**src/rtl/camera_capture_ctrl.sv**
```systemverilog
// OV7670 capture sequencer: arms on start, aligns to a vsync boundary, gates cap_en
// for one or every frame and checks line/byte geometry. All outputs registered, no backpressure.
module camera_capture_ctrl #(
  parameter int EXP_LINES = 480,
  parameter int EXP_BYTES = 1280,
  parameter int TIMEOUT   = 1048575
) (
  input  logic       pclk,
  input  logic       rst_n,
  input  logic       start,
  input  logic       continuous,
  input  logic       abort,
  input  logic       vsync,
  input  logic       href,
  output logic       cap_en,
  output logic       busy,
  output logic       frame_done,
  output logic       frame_err,
  output logic [1:0] err_code,
  output logic [7:0] frame_cnt,
  output logic [9:0] line_cnt
);

  localparam int TW = $clog2(TIMEOUT + 1);
  localparam logic [9:0]    EXP_LINES_C = 10'(EXP_LINES);
  localparam logic [10:0]   EXP_BYTES_C = 11'(EXP_BYTES);
  localparam logic [TW-1:0] TMO_LAST    = TW'(TIMEOUT - 1);

  typedef enum logic [1:0] {IDLE, SYNC, WAIT_START, ACTIVE} state_e;

  state_e      state_q, state_d;
  logic        vsync_q, href_q;
  logic [TW-1:0] tmo_q, tmo_d;
  logic [10:0] byte_cnt_q, byte_cnt_d;
  logic        berr_q, berr_d;
  logic [9:0]  line_cnt_q, line_cnt_d;
  logic [7:0]  frame_cnt_q, frame_cnt_d;
  logic [1:0]  err_code_q, err_code_d;
  logic        frame_done_q, frame_done_d;
  logic        frame_err_q, frame_err_d;
  logic        cap_en_q, cap_en_d;
  logic        busy_q, busy_d;

  logic        vs_rise, vs_fall, hr_rise, hr_fall;
  logic        berr_now, frame_end, timeout_hit;
  logic [1:0]  frame_code;

  assign vs_rise = vsync & ~vsync_q;
  assign vs_fall = ~vsync & vsync_q;
  assign hr_rise = href & ~href_q;
  assign hr_fall = ~href & href_q;

  always_ff @(posedge pclk or negedge rst_n) begin
    if (!rst_n) begin
      state_q      <= IDLE;
      vsync_q      <= 1'b1;
      href_q       <= 1'b0;
      tmo_q        <= '0;
      byte_cnt_q   <= '0;
      berr_q       <= 1'b0;
      line_cnt_q   <= '0;
      frame_cnt_q  <= '0;
      err_code_q   <= '0;
      frame_done_q <= 1'b0;
      frame_err_q  <= 1'b0;
      cap_en_q     <= 1'b0;
      busy_q       <= 1'b0;
    end else begin
      state_q      <= state_d;
      vsync_q      <= vsync;
      href_q       <= href;
      tmo_q        <= tmo_d;
      byte_cnt_q   <= byte_cnt_d;
      berr_q       <= berr_d;
      line_cnt_q   <= line_cnt_d;
      frame_cnt_q  <= frame_cnt_d;
      err_code_q   <= err_code_d;
      frame_done_q <= frame_done_d;
      frame_err_q  <= frame_err_d;
      cap_en_q     <= cap_en_d;
      busy_q       <= busy_d;
    end
  end

  always_comb begin
    state_d      = state_q;
    tmo_d        = tmo_q;
    byte_cnt_d   = byte_cnt_q;
    berr_d       = berr_q;
    line_cnt_d   = line_cnt_q;
    frame_cnt_d  = frame_cnt_q;
    err_code_d   = err_code_q;
    frame_done_d = 1'b0;
    frame_err_d  = 1'b0;
    frame_code   = 2'd0;

    // A line ending on the frame-end cycle must still count toward the byte error.
    berr_now    = berr_q | (hr_fall && (byte_cnt_q != EXP_BYTES_C));
    frame_end   = (state_q == ACTIVE) && vs_rise;
    timeout_hit = (state_q != IDLE) && !vs_rise && !vs_fall && (tmo_q == TMO_LAST);

    if (state_q != IDLE) begin
      tmo_d = (vs_rise || vs_fall) ? '0 : tmo_q + TW'(1);
    end

    case (state_q)
      IDLE: begin
        if (start) begin
          state_d    = SYNC;
          err_code_d = 2'd0;
          line_cnt_d = '0;
          tmo_d      = '0;
        end
      end
      SYNC: begin
        if (vsync) state_d = WAIT_START;
      end
      WAIT_START: begin
        if (vs_fall) begin
          state_d    = ACTIVE;
          line_cnt_d = '0;
          byte_cnt_d = '0;
          berr_d     = 1'b0;
        end
      end
      ACTIVE: begin
        if (hr_rise) begin
          if (line_cnt_q != 10'h3FF) line_cnt_d = line_cnt_q + 10'd1;
          byte_cnt_d = 11'd1;
        end else if (href && (byte_cnt_q != 11'h7FF)) begin
          byte_cnt_d = byte_cnt_q + 11'd1;
        end
        if (hr_fall) berr_d = berr_now;
        if (frame_end) begin
          if (berr_now)                        frame_code = 2'd2;
          else if (line_cnt_q != EXP_LINES_C)  frame_code = 2'd1;
          else                                 frame_code = 2'd0;
          err_code_d   = frame_code;
          frame_done_d = 1'b1;
          frame_err_d  = (frame_code != 2'd0);
          if (frame_code == 2'd0) frame_cnt_d = frame_cnt_q + 8'd1;
          state_d = continuous ? WAIT_START : IDLE;
        end
      end
      default: state_d = IDLE;
    endcase

    if (timeout_hit) begin
      state_d     = IDLE;
      err_code_d  = 2'd3;
      frame_err_d = 1'b1;
    end

    if (abort) begin
      state_d      = IDLE;
      err_code_d   = err_code_q;
      frame_cnt_d  = frame_cnt_q;
      line_cnt_d   = line_cnt_q;
      frame_done_d = 1'b0;
      frame_err_d  = 1'b0;
    end

    cap_en_d = (state_d == ACTIVE);
    busy_d   = (state_d != IDLE);
  end

  assign cap_en     = cap_en_q;
  assign busy       = busy_q;
  assign frame_done = frame_done_q;
  assign frame_err  = frame_err_q;
  assign err_code   = err_code_q;
  assign frame_cnt  = frame_cnt_q;
  assign line_cnt   = line_cnt_q;

endmodule

```
**config.mk**
```make
export PLATFORM = sky130hd
export DESIGN_NAME = camera_capture_ctrl
export DESIGN_NICKNAME = d
export VERILOG_FILES = /design/src/rtl/camera_capture_ctrl.sv
export SDC_FILE = /design/constraint.sdc
export NUM_CORES = 1
export LEC_CHECK = 0
export ABC_AREA = 1
export BUFFER_PORTS_ARGS = -buffer_cell sky130_fd_sc_hd__buf_4
export CORE_MARGIN = 5
export CORE_UTILIZATION = 45
export DETAILED_ROUTE_END_ITERATION = 12
export GPL_TIMING_DRIVEN = 1
export PLACE_DENSITY = 0.69
export SETUP_SLACK_MARGIN = 0.1
export SYNTH_ARGS = -nofsm -noshare
export SYNTH_HDL_FRONTEND = slang
export SYNTH_SLANG_ARGS = --single-unit
```
**constraint.sdc**
```tcl
create_clock -name pclk -period 2.05 [get_ports pclk]
set_clock_uncertainty 0.15 [all_clocks]
set_input_delay 0.41 -clock pclk [delete_from_list [all_inputs] [get_ports pclk]]
set_output_delay 0.41 -clock pclk [all_outputs]
set_load 0.01 [all_outputs]
```
### After elaboration in Yosys (flattened, before gate mapping)

Cells that the tools add are included.

* input port bits: 7
* output and inout port bits: 24
* bits in registers: 60

* eq/ne operators: 17
* bitwise operators: 10
* reduce and logical (&&, ||, !) cells: 22
* muxes and demuxes: 39
* add/subtract/negate cells: 4

Operators with widths (count)
* two-way mux 20 bit: 4
* two-way mux 10 bit: 4
* two-way mux 11 bit: 3
* case mux 10 bit (3 select lines): 1
* two-way mux 2 bit: 13
* inequality test 11 bit, second input constant: 2
* case mux 11 bit (2 select lines): 1
* adder 20 x 1 -> 20 bit, second input constant: 1
* equality test 20 bit, second input constant: 1
* adder 11 x 1 -> 11 bit, second input constant: 1
* adder 10 x 1 -> 10 bit, second input constant: 1
* two-way mux 1 bit: 10
* inequality test 10 bit, second input constant: 1
* inequality test 10 x 9 -> 1 bit, second input constant: 1
* adder 8 x 1 -> 8 bit, second input constant: 1
* inequality test 2 bit, second input constant: 4
* case mux 2 bit (4 select lines): 1
* AND reduction 4 bit: 2
* nonzero test 2 bit: 4
* equality test 2 bit, second input constant: 3
* logical AND 1 bit: 6
* inequality test 3 bit, second input constant: 2
* AND reduction 3 bit: 2
* AND reduction 6 bit: 1
* 12 further kinds: 22

### Logic depth before layout (Yosys ltp)

Gate-level depths: netlist (run 1).

* word-level depth: 12
* depth in mapped cells: 11
* gate-level depth less buffers: 11

### Worst setup path after synthesis (run 1)

Ideal clock, no wire load.

* path kind: reg-to-reg
* from: register line_cnt_q[0], in the netlist line_cnt[0]
* to: register line_cnt_q[3], in the netlist line_cnt[3]
* clock period less this slack: 1.725 ns
* stages on the path, launching flop included: 10
* required time: 1.774 ns
* setup slack: 0.325 ns
* setup time: 0.126 ns
* data arrival time: 1.449 ns
* cell sequence: dfrtp_1 > ha_1 > nand2_1 > nor2_1 > nand2_1 > nor2_1 > nor2_2 > buf_6 > nand2_1 > o21ai_0

* longest elaborated chain between the ends: 4
* elaborated cells on any way between the ends: 7
* those cells by class: add/sub: 1; eq/ne: 2; mux: 3; reduce/logical: 1

RTL lines
* start, declared: RTL line 36 `logic [9:0] line_cnt_q, line_cnt_d;`
* start signal, assigned: RTL line 75 `line_cnt_q <= line_cnt_d;`
* adder 10 x 1 -> 10 bit: RTL line 128 `if (line_cnt_q != 10'h3FF) line_cnt_d = line_cnt_q + 10'd1;`
* two-way mux 10 bit: RTL line 128
* two-way mux 10 bit: RTL line 127 `if (hr_rise) begin`
* case mux 10 bit (3 select lines): RTL line 106 `case (state_q)`

Several ways; a longest one is shown, not always the timed one. The select of a mux whose other input is x is not followed.
A chain may end at the register's enable or synchronous reset.

### Final worst setup path (run 1)

* from: register byte_cnt_q[0]
* to: register byte_cnt_q[9]

* longest elaborated chain between the ends: 4
* elaborated cells on any way between the ends: 8
* those cells by class: add/sub: 1; eq/ne: 2; mux: 3; reduce/logical: 2

RTL lines
* start, declared: RTL line 34 `logic [10:0] byte_cnt_q, byte_cnt_d;`
* start signal, assigned: RTL line 73 `byte_cnt_q <= byte_cnt_d;`
* adder 11 x 1 -> 11 bit or inequality test 11 bit (tied branches): RTL line 131, 130
* two-way mux 11 bit or logical AND 1 bit (tied branches): RTL line 130 `end else if (href && (byte_cnt_q != 11'h7FF)) begin`
* two-way mux 11 bit or inequality test 3 x 2 -> 1 bit (tied branches)
* case mux 11 bit (2 select lines) or AND reduction 3 bit (tied branches)

Several ways; a longest one is shown, not always the timed one. The select of a mux whose other input is x is not followed.

==> results of run 1 <==
## stage by stage
step	cell area, um2	worst slack, ps
2_1_floorplan	3660	325
3_3_place_gp	4060	144
3_5_place_dp	4060	71.7
4_1_cts	4240	141
5_1_grt	4270	67.8
6_report	4270	208
## area by class of cell
type / count / area [um2] / share of cell area [%]
clock inverter: 5 / 27.5 / 0.644
clock buffer: 11 / 141 / 3.31
multi-input combinational: 376 / 1860 / 43.6
timing repair buffer: 42 / 330 / 7.73
inverter: 72 / 275 / 6.44
tap: 105 / 131 / 3.08
sequential: 60 / 1500 / 35.2
## cells in the mapped netlist (2+ instances only)
| cell type | instances |
|---|---|
| inv_1 | 68 |
| nand2_1 | 145 |
| o21ai_1 | 5 |
| xnor2_1 | 3 |
| o21ai_0 | 31 |
| a21oi_1 | 15 |
| inv_4 | 2 |
| nand4_1 | 14 |
| nand2_2 | 3 |
| nor2_2 | 4 |
| nor3_1 | 15 |
| nor2_1 | 57 |
| nor3b_1 | 2 |
| buf_2 | 3 |
| nand2_4 | 3 |
| inv_2 | 2 |
| nand3_1 | 49 |
| a21o_1 | 2 |
| buf_6 | 3 |
| dfrtp_1 | 59 |
| ha_1 | 9 |
| xor2_1 | 8 |
## critical path: stages (launching register included)
cell	delay, ps
dfrtp_1	390
ha_1	200
inv_1	90
nor2_2	200
nand3_1	170
a21oi_1	350
o21bai_1	100
nand2_1	70
inv_1	30
## registers in the layout, indices dropped and copies added, names as in the netlist
| register | flops |
|---|---|
| berr_q | 1 |
| byte_cnt_q | 11 |
| busy | 1 |
| vsync_q | 1 |
| frame_done | 1 |
| state_q | 2 |
| cap_en | 1 |
| line_cnt | 10 |
| frame_cnt | 8 |
| href_q | 1 |
| err_code | 2 |
| tmo_q | 20 |
| frame_err | 1 |
## cells by family (layout without fill, tap and decap cells)
logic type / count (synthesis) / in the layout / share of synthesized area (%)
XOR/XNOR: 11 / 11 / 2.63
AO/OA/AOI/OAI: 62 / 62 / 9.26
adder cells (fa/ha/maj): 9 / 9 / 3.07
flip-flops: 60 / 60 / 41.0
buffers and inverters: 79 / 130 / 9.05
AND/OR/NAND/NOR: 294 / 294 / 35.0
## worst max path at each step
| stage | start | end | slack, ps |
|---|---|---|---|
| 2_1_floorplan | line_cnt[0] | line_cnt[3] | 320 |
| 3_3_place_gp | vsync | byte_cnt_q[3] | 140 |
| 3_5_place_dp | vsync | byte_cnt_q[3] | 70 |
| 4_1_cts | byte_cnt_q[0] | byte_cnt_q[3] | 140 |
| 5_1_grt | byte_cnt_q[0] | byte_cnt_q[9] | 70 |
| 6_report | byte_cnt_q[0] | byte_cnt_q[9] | 210 |
## repair_timing
action | CTS | global route
setup endpoints to repair | 0 | 28
hold buffers | 1 | 0
resized for setup | 0 | 6
endpoints found under the hold margin | 20 | 0
## where the power goes
part / leakage [nW] / internal, mW / switching (mW)
combinational: 1.17 / 0.114 / 0.233
sequential: 0.824 / 1.23 / 0.0493
clock: 0.0889 / 0.463 / 0.471
## per-layer routing
| metal | GRT usage (%) | vias to the layer above | routed length [um] |
|---|---|---|---|
| met5 | 0 | - | 0 |
| li1 | - | 1740 | - |
| met3 | 3.68 | 11 | 351 |
| met2 | 30.8 | 73 | 4160 |
| met4 | 6.63 | 0 | 107 |
| met1 | 22.6 | 1564 | 3980 |
==> results.ini, run 1 <==
[logic_synthesis]
syn_area_per_cell_um2 = 7.11
synth_cells = 515
mappedNetlistNets = 531
number_of_synthesized_register_bits = 60
synth_top_cells_by_area = dfrtp_1 (40%), nand2_1 (15%), inv_1 (7.0%), nand3_1 (6.7%), nor2_1 (5.8%)
synth.largest_area_cell = dfrtp_1
netlist.area_leader.share_pct = 40.3
synth-async-reset-ratio_pct = 100
synth_enable_flop_cells = 0
mappedNetlistArea_um2 = 3660
synth.distinct_cells = 35
yosys_warnings = 0
yosys_most_used_dff = dfrtp_1
synth_seq_area_share_pct = 41.0

[cells_and_area]
n_fill_cell = 786
post_route_cells_drive_above_1_share_pct = 13.6
nets = 577
area_growth_syn_to_layout_pct = 16.6
instances_no_fill = 671
most_frequent_cells_in_the_layout = nand2_1 (144), inv_1 (68), dfrtp_1 (59)
mostFrequentLayoutCell = nand2_1
post-route-util_pct = 52.8
antennaDiodeCount = 0

[clock_tree]
cts.root.buffer_cell = clkbuf_8
num_cts_buffers = 9
cts.sinks = 60
cts_max_level = 3
ctsLongestPathBuffers = 2
post_cts.repair.setup_buffers = 0
insertion_delay_ps = 340
path_clk_slew_ps = 70
cts_tree = built

[floorplanning]
pin_count = 31
dieArea_um2 = 10000
chipHeight_um = 100
floorplan.initialDensity_pct = 45.3
core-area_um2 = 8090
die_w_um = 100
fp-row-count = 33

[timing]
finalSetupTns_ps = 0
whs_ps = 37.7
final-setup-viol-count = 0
finalCriticalPeriod_ps = 1840
pins_over_slew_limit = 0
final.period_utilization_pct = 89.9
max_frequency_mhz = 543
grt_setup_unrepaired = true
hold_viol_final = 0
worst_slew_pin_slew_ps = 374
timing.max_slew.rel_slack_pct = 75.0

[hold_path]
holdCritStartpoint = vsync
worstHoldPathCells = 1
min-delay-path-class = input pin to flip-flop
whs_endpoint = vsync_q

[placement]
gp_congestion = 0.919
placedCellCount = 654
dpl.hpwl_um = 6370
buffer_ports.inserted = 30

[global_route]
largest_net_degree_at_the_start_of_global_routing = 28
number_of_antenna_violations_at_the_first_check_in_global_routing = 0
grt_overflow = 0
global_route_wire_length_before_repair_um = 14700
via_count_of_the_first_global_routing_pass = 3217
track_usage_pct = 18.1

[drt]
initialDrtViolationCount = 110
ant_nets = 0
wirelength_um = 8600
first_pass_detailed_route_iteration_total = 5
routed_via_density = 5.05
routed-via-count = 3388
wire_per_inst_um = 12.8
drc = 0

[status]
status = finished, final reports clean

[setup_path]
cp_max_fo = 5
ff2ff_path_depth = 8
setup.worst_path.end_class = flip-flop
r2r-end = byte_cnt_q[9]
r2r_slack_ps = 210
critical_path_required_ps = 2150
r2r_start = byte_cnt_q[0]
crit_path_start_kind = flip-flop
arrival_ps = 1940
setup.worst_path.class = flip-flop to flip-flop

[power]
vdd_drop_max_uv = 500
power_per_cell_area_nw_per_um2 = 600
total_leakage_power_nw = 2.09
design_power_total_mw = 2.56

[flow_run]
drv_cap = 0

Power figures use the tool's default switching activity.
==> run 2, diff against run 1 <==
--- a/config.mk
+++ b/config.mk
@@ -11,7 +11,7 @@
 export CORE_UTILIZATION = 45
 export DETAILED_ROUTE_END_ITERATION = 12
 export GPL_TIMING_DRIVEN = 1
-export PLACE_DENSITY = 0.69
+export PLACE_DENSITY = 0.71
 export SETUP_SLACK_MARGIN = 0.1
 export SYNTH_ARGS = -nofsm -noshare
 export SYNTH_HDL_FRONTEND = slang
==> results.ini, run 2 (synthesis gave the netlist of run 1 again) <==
[status]
status = finished, final reports clean  ; unchanged

[timing]
grt_setup_unrepaired = true  ; unchanged
finalSetupTns_ps = 0  ; unchanged
final.period_utilization_pct = 89.2  ; was 89.9%
whs_ps = 32.2  ; was 37.7 ps
timing.max_slew.rel_slack_pct = 72.9  ; was 75.0%
finalCriticalPeriod_ps = 1830  ; was 1840 ps
worst_slew_pin_slew_ps = 406  ; was 374 ps
hold_viol_final = 0  ; unchanged
final-setup-viol-count = 0  ; unchanged
max_frequency_mhz = 547  ; was 543 MHz
pins_over_slew_limit = 0  ; unchanged

[setup_path]
r2r_slack_ps = 220  ; was 210 ps
timing.critical_path.cells = ha_1 -> o21ai_0 -> nor2_1 -> nand2_2 -> nand2_4 -> nand3_1 -> a21boi_0  ; was ha_1 -> inv_1 -> nor2_2 -> nand3_1 -> a21oi_1 -> o21bai_1 -> nand2_1 -> inv_1
r2r-end = byte_cnt_q[6]  ; was byte_cnt_q[9]
worst_path_max_delay_cell = dfstp_2  ; was dfrtp_1
ff2ff_path_depth = 7  ; was 8
cp_max_fo = 13  ; was 5
critical_path_required_ps = 2170  ; was 2150 ps
r2r_start = vsync_q  ; was byte_cnt_q[0]
crit_path_end = byte_cnt_q[6]  ; was byte_cnt_q[9]
crit_path_start_kind = flip-flop  ; unchanged
crit_start = vsync_q  ; was byte_cnt_q[0]
critical_path.max_stage_delay_ps = 530  ; was 390 ps
arrival_ps = 1950  ; was 1940 ps
setup.worst_path.end_class = flip-flop  ; unchanged
setup.worst_path.class = flip-flop to flip-flop  ; unchanged

[drt]
routed_via_density = 5.11  ; was 5.05
wire_per_inst_um = 12.9  ; was 12.8 um
routed-via-count = 3418  ; was 3388
initialDrtViolationCount = 166  ; was 110
drc = 0  ; unchanged
ant_nets = 0  ; unchanged
wirelength_um = 8630  ; was 8600 um
first_pass_detailed_route_iteration_total = 5  ; unchanged

[placement]
buffer_ports.inserted = 30  ; unchanged
gp_congestion = 0.927  ; was 0.919
dpl.hpwl_um = 6540  ; was 6370 um

[clock_tree]
insertion_delay_ps = 350  ; was 340 ps
cts_tree = built  ; unchanged
ctsLongestPathBuffers = 2  ; unchanged
path_clk_slew_ps = 70  ; about the same
cts.sinks = 60  ; unchanged
cts.root.buffer_cell = clkbuf_8  ; unchanged
cts_max_level = 3  ; unchanged
num_cts_buffers = 9  ; unchanged

[global_route]
global_route_wire_length_before_repair_um = 14800  ; was 14700 um
via_count_of_the_first_global_routing_pass = 3303  ; was 3217
number_of_antenna_violations_at_the_first_check_in_global_routing = 0  ; unchanged
largest_net_degree_at_the_start_of_global_routing = 35  ; was 28
track_usage_pct = 18.4  ; was 18.1%
grt_overflow = 0  ; unchanged

[floorplanning]
chipHeight_um = 100  ; unchanged
die_w_um = 100  ; unchanged
dieArea_um2 = 10000  ; unchanged
pin_count = 31  ; unchanged
core-area_um2 = 8090  ; unchanged
fp-row-count = 33  ; unchanged
floorplan.initialDensity_pct = 45.3  ; unchanged

[cells_and_area]
footprint_of_the_multi_input_gates_um2 = 1870  ; was 1860 um2
seqCellArea_um2 = 1500  ; unchanged
nets = 577  ; unchanged
n_fill_cell = 803  ; was 786
mostFrequentLayoutCell = nand2_1  ; unchanged
area_growth_syn_to_layout_pct = 17.0  ; was 16.6%
post_route_cells_drive_above_1_share_pct = 14.0  ; was 13.6%
antennaDiodeCount = 0  ; unchanged
top_register = tmo_q  ; unchanged
flip_flop_count_of_the_largest_register_all_copies_and_words_added = 20  ; unchanged
most_frequent_cells_in_the_layout = nand2_1 (144), inv_1 (68), dfrtp_1 (59)  ; unchanged

[flow_run]
drv_cap = 0  ; unchanged

[power]
total_leakage_power_nw = 2.09  ; about the same
clockPowerShare_pct = 37.6  ; was 36.4%
combinationalPowerShare_pct = 13.3  ; was 13.6%
vdd_drop_max_uv = 513  ; was 500 uV
p_sw_mw = 0.741  ; was 0.754 mW
share_of_power_burned_in_registers_pct = 49.1  ; was 50.0%
power.switching_fraction_pct = 28.3  ; was 29.4%
power_per_cell_area_nw_per_um2 = 610  ; was 600 nW/um2
internal_power_mw = 1.87  ; was 1.81 mW

[hold_path]
worstHoldPathCells = 1  ; unchanged
min-delay-path-class = input pin to flip-flop  ; unchanged

## run 2: timing repair
item	in CTS	in global routing
endpoints found under the hold margin	26	0
hold buffers	1	0
setup endpoints to repair	0	25
setup buffers	0	1
resized for setup	0	9
## run 2: metrics by stage
step / power [mW] / cell area (um2) / instances / worst slack, ps / util [%]
2_1_floorplan: 1.50 / 3660 / 515 / 325 / -
3_3_place_gp: 1.63 / 4050 / 653 / 159 / 50.1
3_5_place_dp: 1.64 / 4050 / 653 / 94.0 / 50.1
4_1_cts: 2.63 / 4240 / 668 / 149 / 52.4
5_1_grt: 2.75 / 4290 / 669 / 59.6 / 53.0
6_report: 2.61 / 4290 / 669 / 222 / 53.0
## run 2: final cells by class
type / instances / share of cell area [%]
Multi-Input combinational cell: 376 / 43.6
Sequential cell: 60 / 35.1
Timing Repair Buffer: 42 / 7.71
Inverter: 72 / 6.42
Clock buffer: 13 / 3.94
Tap cell: 105 / 3.07
Clock inverter: 1 / 0.175
## run 2: worst min path at each step
stage	start	endpoint	slack, ps
5_1_grt	vsync	vsync_q	10
3_5_place_dp	rst_n	byte_cnt_q[6]	210
3_3_place_gp	rst_n	byte_cnt_q[6]	200
4_1_cts	vsync	vsync_q	20
2_1_floorplan	rst_n	berr_q	-40
6_report	vsync	vsync_q	30
## run 2: power by group through the flow
stage                     Clock (mW)  Sequential, mW  Combinational, mW
after floorplan                    0            1.30              0.207
after global placement             0            1.30              0.327
after detailed placement           0            1.30              0.335
after CTS                       1.01            1.28              0.338
after global routing            1.07            1.29              0.391
final                          0.983            1.28              0.347
## run 2: critical path: cells and delay by family (launching register included)
family / cells / cell delay, ps
simple gates: 4 / 570
flops: 1 / 530
compound gates: 2 / 300
fa+ha+maj: 1 / 190
## run 2: layer usage
metal / track usage [%] / wire length [um]
met1: 22.6 / 3840
met2: 31.5 / 4260
met3: 4.17 / 400
met4: 6.74 / 136
met5: 0 / 0
==> run 3, diff against run 2 <==
--- a/config.mk
+++ b/config.mk
@@ -11,6 +11,7 @@
 export CORE_UTILIZATION = 45
 export DETAILED_ROUTE_END_ITERATION = 12
 export GPL_TIMING_DRIVEN = 1
+export MAX_ROUTING_LAYER = met4
 export PLACE_DENSITY = 0.71
 export SETUP_SLACK_MARGIN = 0.1
 export SYNTH_ARGS = -nofsm -noshare
==> results.ini, run 3 (synthesis gave the netlist of run 1 again) <==
[cells_and_area]
antennaDiodeCount = 0  ; unchanged
most_frequent_cells_in_the_layout = nand2_1 (144), inv_1 (68), dfrtp_1 (59)  ; unchanged
seqCellArea_um2 = 1500  ; unchanged
area_growth_syn_to_layout_pct = 19.5  ; was 17.0%
n_fill_cell = 764  ; was 803
footprint_of_the_multi_input_gates_um2 = 1880  ; was 1870 um2
instances_no_fill = 677  ; was 669
top_register = tmo_q  ; unchanged
nets = 583  ; was 577
mostFrequentLayoutCell = nand2_1  ; unchanged
flip_flop_count_of_the_largest_register_all_copies_and_words_added = 20  ; unchanged
post_route_cells_drive_above_1_share_pct = 15.2  ; was 14.0%

[global_route]
grt_overflow = 0  ; unchanged
largest_net_degree_at_the_start_of_global_routing = 32  ; was 35
global_route_wire_length_before_repair_um = 14800  ; about the same
track_usage_pct = 18.7  ; was 18.4%
number_of_antenna_violations_at_the_first_check_in_global_routing = 0  ; unchanged
via_count_of_the_first_global_routing_pass = 3265  ; was 3303

[floorplanning]
die_w_um = 100  ; unchanged
fp-row-count = 33  ; unchanged
floorplan.initialDensity_pct = 45.3  ; unchanged
pin_count = 31  ; unchanged
dieArea_um2 = 10000  ; unchanged
core-area_um2 = 8090  ; unchanged
chipHeight_um = 100  ; unchanged

[clock_tree]
insertion_delay_ps = 340  ; was 350 ps
cts.root.buffer_cell = clkbuf_8  ; unchanged
cts_max_level = 3  ; unchanged
cts_tree = built  ; unchanged
path_clk_slew_ps = 70  ; about the same
ctsLongestPathBuffers = 2  ; unchanged
cts.sinks = 60  ; unchanged
num_cts_buffers = 9  ; unchanged

[setup_path]
timing.critical_path.cells = ha_2 -> inv_1 -> nor2_4 -> nand3_1 -> nand2_2 -> nand2_4 -> buf_4 -> a21oi_1 -> a21oi_1  ; was ha_1 -> o21ai_0 -> nor2_1 -> nand2_2 -> nand2_4 -> nand3_1 -> a21boi_0
timing.critical_path.max_delay_family = simple AND/OR/NAND/NOR gates  ; unchanged
crit_start = byte_cnt_q[0]  ; was vsync_q
critical_path.max_stage_delay_ps = 390  ; was 530 ps
setup.worst_path.end_class = flip-flop  ; unchanged
cp_max_fo = 7  ; was 13
cpMostUsedCell = a21oi_1
critical_path_depth = 9  ; was 7
crit_buf_inv = 2  ; was 0
setup.worst_path.class = flip-flop to flip-flop  ; unchanged
ff2ff_path_depth = 9  ; was 7
arrival_ps = 2000  ; was 1950 ps
crit_path_start_kind = flip-flop  ; unchanged
r2r_start = byte_cnt_q[0]  ; was vsync_q
critical_path_required_ps = 2130  ; was 2170 ps
worst_path_max_delay_cell = dfrtp_1  ; was dfstp_2

[timing]
final.period_utilization_pct = 93.9  ; was 89.2%
finalSetupTns_ps = 0  ; unchanged
worst_slew_pin_slew_ps = 414  ; was 406 ps
final-setup-viol-count = 0  ; unchanged
max_frequency_mhz = 519  ; was 547 MHz
grt_setup_unrepaired = true  ; unchanged
timing.max_slew.rel_slack_pct = 72.2  ; was 72.9%
finalCriticalPeriod_ps = 1930  ; was 1830 ps
whs_ps = 41.4  ; was 32.2 ps
pins_over_slew_limit = 0  ; unchanged
hold_viol_final = 0  ; unchanged

[drt]
drc = 0  ; unchanged
wirelength_um = 8750  ; was 8630 um
routed_via_density = 5.16  ; was 5.11
ant_nets = 0  ; unchanged
routed-via-count = 3493  ; was 3418
first_pass_detailed_route_iteration_total = 5  ; unchanged
initialDrtViolationCount = 170  ; was 166
wire_per_inst_um = 12.9  ; about the same

[flow_run]
drv_cap = 0  ; unchanged

[power]
power_per_cell_area_nw_per_um2 = 644  ; was 610 nW/um2
design_power_total_mw = 2.82  ; was 2.61 mW
total_leakage_power_nw = 2.13  ; was 2.09 nW
vdd_drop_max_uv = 692  ; was 513 uV

[status]
status = finished, final reports clean  ; unchanged

[placement]
buffer_ports.inserted = 30  ; unchanged
placedCellCount = 655  ; was 653
dpl.hpwl_um = 6420  ; was 6540 um
gp_congestion = 0.942  ; was 0.927

[hold_path]
worstHoldPathCells = 1  ; unchanged
min-delay-path-class = input pin to flip-flop  ; unchanged
holdCritStartpoint = vsync  ; unchanged

## run 3: final timing paths
kind                                 endpoint  slack [ps]
worst max-delay path            byte_cnt_q[3]         120
worst min-delay path                  vsync_q          40
worst max register to register  byte_cnt_q[3]         120
worst min register to register    err_code[0]         360
max in group asynchronous             vsync_q         740
min in group asynchronous       byte_cnt_q[5]         400
## run 3: what timing repair did
action	CTS	global route
resized for setup	0	13
endpoints found under the setup margin	0	23
buffers inserted	0	5
hold endpoints to repair	28	0
hold buffers	1	0
## run 3: power by group
part	leakage, nW	switching (mW)	internal [mW]	total (mW)
sequential	0.824	0.0486	1.23	1.28
clock	0.113	0.462	0.712	1.17
combinational	1.20	0.239	0.126	0.364
total	2.13	0.749	2.07	2.82
## run 3: routing by layer
metal | up-vias | track usage (%) | share of wire [%]
met2 | 101 | 29.9 | 49
met3 | 14 | 3.89 | 4.4
met5 | - | - | 0
met4 | 0 | 6.22 | 1.1
li1 | 1764 | - | -
met1 | 1614 | 23.6 | 46
## run 3: area by class of cell
class	count	share of cell area (%)
multi-input combinational	376	42.9
inverter	72	6.29
clock buffer	11	3.23
timing repair buffer	48	8.57
sequential	60	34.3
tap	105	3.00
clock inverter	5	1.71
## run 3: stage by stage
| step | setup WS (ps) | cell area [um2] | utilization, % |
|---|---|---|---|
| final | 125 | 4380 | 54.1 |
| after global routing | 36.1 | 4380 | 54.1 |
| after detailed placement | 94.3 | 4050 | 50.1 |
| after floorplan | 325 | 3660 | - |
| after CTS | 135 | 4280 | 52.9 |
| after global placement | 165 | 4050 | 50.1 |
